File: src/rtl/stopwatch_ctrl.sv
// stopwatch_ctrl: button conditioning, IDLE/RUN/STOP sequencing, count tick
// generation and lap-hold timing for the two-digit BCD stopwatch datapath.
// Every output comes straight from a flop.
module stopwatch_ctrl #(
  parameter int DEBOUNCE_CYCLES = 4096,
  parameter int TICK_DIV        = 1200000,
  parameter int LAP_HOLD_TICKS  = 20
) (
  input  logic       clk,
  input  logic       rst_n,
  input  logic       btn_clear,
  input  logic       btn_stop,
  input  logic       btn_lap,
  input  logic       btn_start,
  output logic       cnt_clear,
  output logic       cnt_inc,
  output logic       lap_capture,
  output logic       show_lap,
  output logic [1:0] state
);

  localparam int DBW = (DEBOUNCE_CYCLES > 1) ? $clog2(DEBOUNCE_CYCLES) : 1;
  localparam int DVW = $clog2(TICK_DIV);
  localparam logic [DBW-1:0] DB_LAST    = DBW'(DEBOUNCE_CYCLES - 1);
  localparam logic [DVW-1:0] DIV_LAST   = DVW'(TICK_DIV - 1);
  localparam logic [7:0]     LAP_RELOAD = 8'(LAP_HOLD_TICKS);

  typedef enum logic [1:0] {
    ST_IDLE = 2'b00,
    ST_RUN  = 2'b01,
    ST_STOP = 2'b10
  } state_t;

  // Button bit order: 0 clear, 1 stop, 2 lap, 3 start
  logic [3:0]     btn_raw_s;
  logic [3:0]     sync1_q;
  logic [3:0]     sync2_q;
  logic [3:0]     deb_q;
  logic [3:0]     deb_prev_q;
  logic [DBW-1:0] db_cnt_q [4];
  logic [3:0]     rise_s;

  state_t         state_q, state_d;
  logic [DVW-1:0] div_q, div_d;
  logic [7:0]     lap_q, lap_d;
  logic           clr_q, clr_d;
  logic           inc_q, inc_d;
  logic           cap_q, cap_d;
  logic           show_q, show_d;
  logic           tick_s;
  logic           clr_cmd_s, stp_cmd_s, sta_cmd_s, lap_cmd_s;

  assign btn_raw_s = {btn_start, btn_lap, btn_stop, btn_clear};

  // Two-flop synchroniser plus one-cycle history of the debounced levels
  always_ff @(posedge clk or negedge rst_n) begin
    if (!rst_n) begin
      sync1_q    <= 4'b0000;
      sync2_q    <= 4'b0000;
      deb_prev_q <= 4'b0000;
    end else begin
      sync1_q    <= btn_raw_s;
      sync2_q    <= sync1_q;
      deb_prev_q <= deb_q;
    end
  end

  // Debounce: a level flips only after DEBOUNCE_CYCLES consecutive differing samples
  always_ff @(posedge clk or negedge rst_n) begin
    if (!rst_n) begin
      deb_q <= 4'b0000;
      for (int i = 0; i < 4; i++) begin
        db_cnt_q[i] <= '0;
      end
    end else begin
      for (int i = 0; i < 4; i++) begin
        if (sync2_q[i] == deb_q[i]) begin
          db_cnt_q[i] <= '0;
        end else if (db_cnt_q[i] == DB_LAST) begin
          db_cnt_q[i] <= '0;
          deb_q[i]    <= sync2_q[i];
        end else begin
          db_cnt_q[i] <= db_cnt_q[i] + DBW'(1);
        end
      end
    end
  end

  assign rise_s = deb_q & ~deb_prev_q;
  assign tick_s = (state_q == ST_RUN) && (div_q == DIV_LAST);

  // Command arbitration: clear > stop > start > lap, losers are dropped
  always_comb begin
    clr_cmd_s = rise_s[0];
    stp_cmd_s = rise_s[1] & ~rise_s[0];
    sta_cmd_s = rise_s[3] & ~rise_s[1] & ~rise_s[0];
    lap_cmd_s = rise_s[2] & ~rise_s[3] & ~rise_s[1] & ~rise_s[0];
  end

  // Next-state, divider, lap timer and strobe decode
  always_comb begin
    state_d = state_q;
    div_d   = div_q;
    lap_d   = lap_q;
    clr_d   = 1'b0;
    inc_d   = 1'b0;
    cap_d   = 1'b0;

    if (state_q == ST_RUN) begin
      div_d = tick_s ? '0 : (div_q + DVW'(1));
      inc_d = tick_s;
    end else begin
      div_d = div_q;
    end

    if (tick_s && (lap_q != 8'd0)) begin
      lap_d = lap_q - 8'd1;
    end else begin
      lap_d = lap_q;
    end

    if (clr_cmd_s) begin
      state_d = ST_IDLE;
      clr_d   = 1'b1;
      inc_d   = 1'b0;
      div_d   = '0;
      lap_d   = 8'd0;
    end else if (stp_cmd_s) begin
      case (state_q)
        ST_RUN: begin
          state_d = ST_STOP;
          div_d   = div_q;
          inc_d   = 1'b0;
        end
        default: state_d = state_q;
      endcase
    end else if (sta_cmd_s) begin
      case (state_q)
        ST_IDLE, ST_STOP: begin
          state_d = ST_RUN;
          div_d   = '0;
        end
        default: state_d = state_q;
      endcase
    end else if (lap_cmd_s) begin
      // A lap landing on a tick keeps the capture strobe; the increment is
      // suppressed so the three strobes never overlap.
      case (state_q)
        ST_RUN, ST_STOP: begin
          cap_d = 1'b1;
          inc_d = 1'b0;
          lap_d = LAP_RELOAD;
        end
        default: cap_d = 1'b0;
      endcase
    end else begin
      state_d = state_q;
    end

    // An unused encoding falls back to IDLE
    case (state_q)
      ST_IDLE, ST_RUN, ST_STOP: show_d = (lap_d != 8'd0);
      default: begin
        state_d = ST_IDLE;
        show_d  = (lap_d != 8'd0);
      end
    endcase
  end

  // State, divider, lap timer and registered outputs
  always_ff @(posedge clk or negedge rst_n) begin
    if (!rst_n) begin
      state_q <= ST_IDLE;
      div_q   <= '0;
      lap_q   <= 8'd0;
      clr_q   <= 1'b0;
      inc_q   <= 1'b0;
      cap_q   <= 1'b0;
      show_q  <= 1'b0;
    end else begin
      state_q <= state_d;
      div_q   <= div_d;
      lap_q   <= lap_d;
      clr_q   <= clr_d;
      inc_q   <= inc_d;
      cap_q   <= cap_d;
      show_q  <= show_d;
    end
  end

  assign cnt_clear   = clr_q;
  assign cnt_inc     = inc_q;
  assign lap_capture = cap_q;
  assign show_lap    = show_q;
  assign state       = state_q;

endmodule
File: config.mk
export PLATFORM = sky130hd
export DESIGN_NAME = stopwatch_ctrl
export DESIGN_NICKNAME = d
export VERILOG_FILES = /design/src/rtl/stopwatch_ctrl.sv
export SDC_FILE = /design/constraint.sdc
export NUM_CORES = 1
export LEC_CHECK = 0
export ABC_AREA = 1
export CAP_MARGIN = 10
export CORE_AREA = 2 2 103 105
export CTS_CLUSTER_SIZE = 20
export DETAILED_ROUTE_END_ITERATION = 12
export DIE_AREA = 0 0 105 107
export HOLD_SLACK_MARGIN = 0.05
export PLACE_DENSITY = 0.62
export SETUP_SLACK_MARGIN = 0.3
export SYNTH_ARGS = -nofsm -noshare
export SYNTH_HDL_FRONTEND = slang
export SYNTH_SLANG_ARGS = --single-unit
File: constraint.sdc
create_clock -name clk -period 2.4 [get_ports clk]
set_input_delay 0.36 -clock clk [delete_from_list [all_inputs] [get_ports clk]]
set_output_delay 0.36 -clock clk [all_outputs]
set_load 0.05 [all_outputs]
==> flow_summary.json <==
{
  "reg2reg_slack_ns": 0.47,
  "status": "finished, final reports clean",
  "grt_max_degree": 42,
  "root_buffer": "clkbuf_8",
  "post-route-min-period_ns": 1.93,
  "skew_ns": 0.0136,
  "dieWidth_um": 105,
  "path_clk_slew_ns": 0.10,
  "max_cap_viol_count": 0,
  "synthMuxAreaShare": 0.00225,
  "gr-total-overflow": 0,
  "grt_pass1_vias": 3801,
  "antenna_found_initial": 0,
  "fillCellCount": 966,
  "cts_buffer_depth": 2,
  "rsz0062_at_grt": "true",
  "hp-class": "reg2reg",
  "grt.total_usage": 0.188,
  "arrival_ns": 2.20,
  "yosysTopAreaCell": "dfrtp_1",
  "finalSetupTns_ns": 0,
  "synth_nets": 606,
  "die_y_um": 107,
  "synthArstFlopShare": 1.00,
  "final_util": 0.553,
  "worst_slew_pin_slew_ns": 0.558,
  "synth.ff_latch_count": 99,
  "worst-path-max-fanout": 9,
  "synth_top_family_by_area": "simple AND/OR/NAND/NOR gates",
  "synthCells": 589,
  "yosys_warnings": 0,
  "yosysSeqAreaShare": 0.495,
  "synth.avg_cell_area_sq_um": 8.49,
  "total_leakage_power_nw": 2.76,
  "wl_per_cell_um": 12.6,
  "clock-sinks": 99,
  "nets": 634,
  "ys.flop_type": "dfrtp_1",
  "syn_area_sq_mm": 0.00500,
  "initial_utilization": 0.495,
  "synth-edff-count": 0,
  "finalSetupViolations": 0,
  "vias": 3829,
  "h-tree-depth": 3,
  "max_freq_mhz": 519,
  "drtPass1Iterations": 4,
  "clock_latency_ns": 0.38,
  "worst_setup_path_start_kind": "flop",
  "synth_cell_type_count": 41,
  "fin_crit_sh": 0.803,
  "critPathCaptureType": "flop",
  "power_density_mw_per_mm2": 524,
  "place_hpwl_um": 6910,
  "diodes": 0,
  "fp.dieArea_sq_mm": 0.0112,
  "grt_first_pass_wirelength_um": 16900,
  "synth_simple_gate_area_frac": 0.280,
  "syn_to_final_growth_pct": 11.6,
  "synth_top_area_frac": 0.495,
  "cp.required_ns": 2.68,
  "core-area_sq_mm": 0.0101,
  "synth_compound_area_frac": 0.0646,
  "cts_tree": "built",
  "place_congestion": 0.889,
  "numCtsBuffers": 9,
  "drtIter0Drc": 176,
  "max_slew_margin": 0.628,
  "drv_slew": 0,
  "synthTopCellsByArea": "dfrtp_1 (50%), nand2_1 (7.6%), nor2_1 (6.9%), inv_1 (5.9%), nand3_1 (4.8%)",
  "synth-adder-area-share": 0.0275,
  "vias_per_cell": 5.05,
  "drc": 0,
  "drive_above_1_share": 0.109,
  "totalWireLength_um": 9550,
  "placementRows": 37,
  "final_common_cell": "nand2_1",
  "portBuffers": 11,
  "ios": 12,
  "synthXorXnorAreaFrac": 0.0578,
  "finalHoldViolations": 0,
  "vdd_drop_max_mv": 0.553,
  "crit_type": "reg2reg",
  "layout_common_cells": "nand2_1 (100), dfrtp_1 (98), nor2_1 (92), inv_1 (78), nand3_1 (47)",
  "postRouteAntennaNets": 0
}
==> worst paths after layout <==
kind,from,depth (start not counted),to
setup / recovery,state[1],13,show_lap
hold / removal,sync1_q[3],0,sync2_q[3]
setup reg to reg,state[1],13,show_lap
hold reg to reg,sync1_q[3],0,sync2_q[3]
max in group asynchronous,rst_n,3,div_q[19]
min in group asynchronous,rst_n,2,div_q[8]
==> sequential cells by signal (all words and copies together) (netlist names) <==
name and flops:
cnt_clear 1, cnt_inc 1, db_cnt_q 48, deb_prev_q 4
deb_q 4, div_q 21, lap_capture 1, lap_q 8
show_lap 1, state 2, sync1_q 4, sync2_q 4
==> worst max-delay path: stages, from the launching register on <==
cell and delay, ns:
dfrtp_1 0.44, inv_1 0.14, ha_4 0.21, nand2_2 0.09, inv_2 0.06, nand2_1 0.05, nor2_2 0.12, nand2_4 0.08
nor2_8 0.15, nand3b_1 0.09, nand3_1 0.13, nand3_1 0.09, nor2_1 0.11, nand2_1 0.06
==> power breakdown <==
group          total (mW)  internal, mW  leakage [nW]  switching [mW]
Combinational      0.0953        0.0307          1.30          0.0646
Sequential           1.70          1.69          1.35          0.0125
Clock                1.13         0.522         0.109           0.605
Total                2.92          2.24          2.76           0.683
==> cell usage after synthesis, drive strengths merged (6+ instances only) <==
cell type    n
nand2      112
nor2       105
dfrtp       99
inv         85
nand3       49
xor2        27
o21ai       25
a21oi       15
nor3        15
ha          11
nand4        7
xnor2        6
==> cells by family after synthesis <==
logic type,after synthesis
AOI/OAI and AO/OA,56
xor gates and xnor gates,33
adders and majority gates,11
buffers and inverters,90
DFF,99
muxes,1
and+or+nand+nor,299
==> stage by stage <==
stage | instance area, sq um | worst slack [ns] | hold slack [ns] | total power, mW | std cells
2_1_floorplan | 5000 | 0.359 | 0.0644 | 1.77 | 589
3_3_place_gp | 5290 | 0.352 | 0.334 | 1.83 | 736
3_5_place_dp | 5290 | 0.263 | 0.337 | 1.83 | 736
4_1_cts | 5510 | 0.319 | 0.354 | 2.98 | 753
5_1_grt | 5580 | 0.295 | 0.346 | 3.06 | 758
6_report | 5580 | 0.474 | 0.346 | 2.92 | 758
==> area by class of cell <==
cell class / count / area [sq um] / area share
Tap cell: 136 / 170 / 0.0305
Clock buffer: 10 / 138 / 0.0247
Sequential cell: 99 / 2480 / 0.444
Multi-Input combinational cell: 400 / 2190 / 0.392
Timing Repair Buffer: 21 / 203 / 0.0363
Clock inverter: 6 / 68.8 / 0.0123
Inverter: 86 / 334 / 0.0599
==> per-layer routing <==
layer  wire length (um)  GRT usage  vias to the layer above
li1                   -          -                     1939
met2               4640      0.321                       63
met4                179     0.0638                        0
met1               4350      0.228                     1809
met5                  0          0                        -
met3                387     0.0565                       18
==> repair_timing <==
action / 4_1_cts / 5_1_grt
endpoints found under the hold margin: 38 / 0
endpoints found under the setup margin: 5 / 19
hold buffers: 1 / 0
resized for setup: 1 / 9
buffers inserted: 0 / 5
pin swaps: 0 / 1
Note: power is estimated with default switching activity, not from simulation.
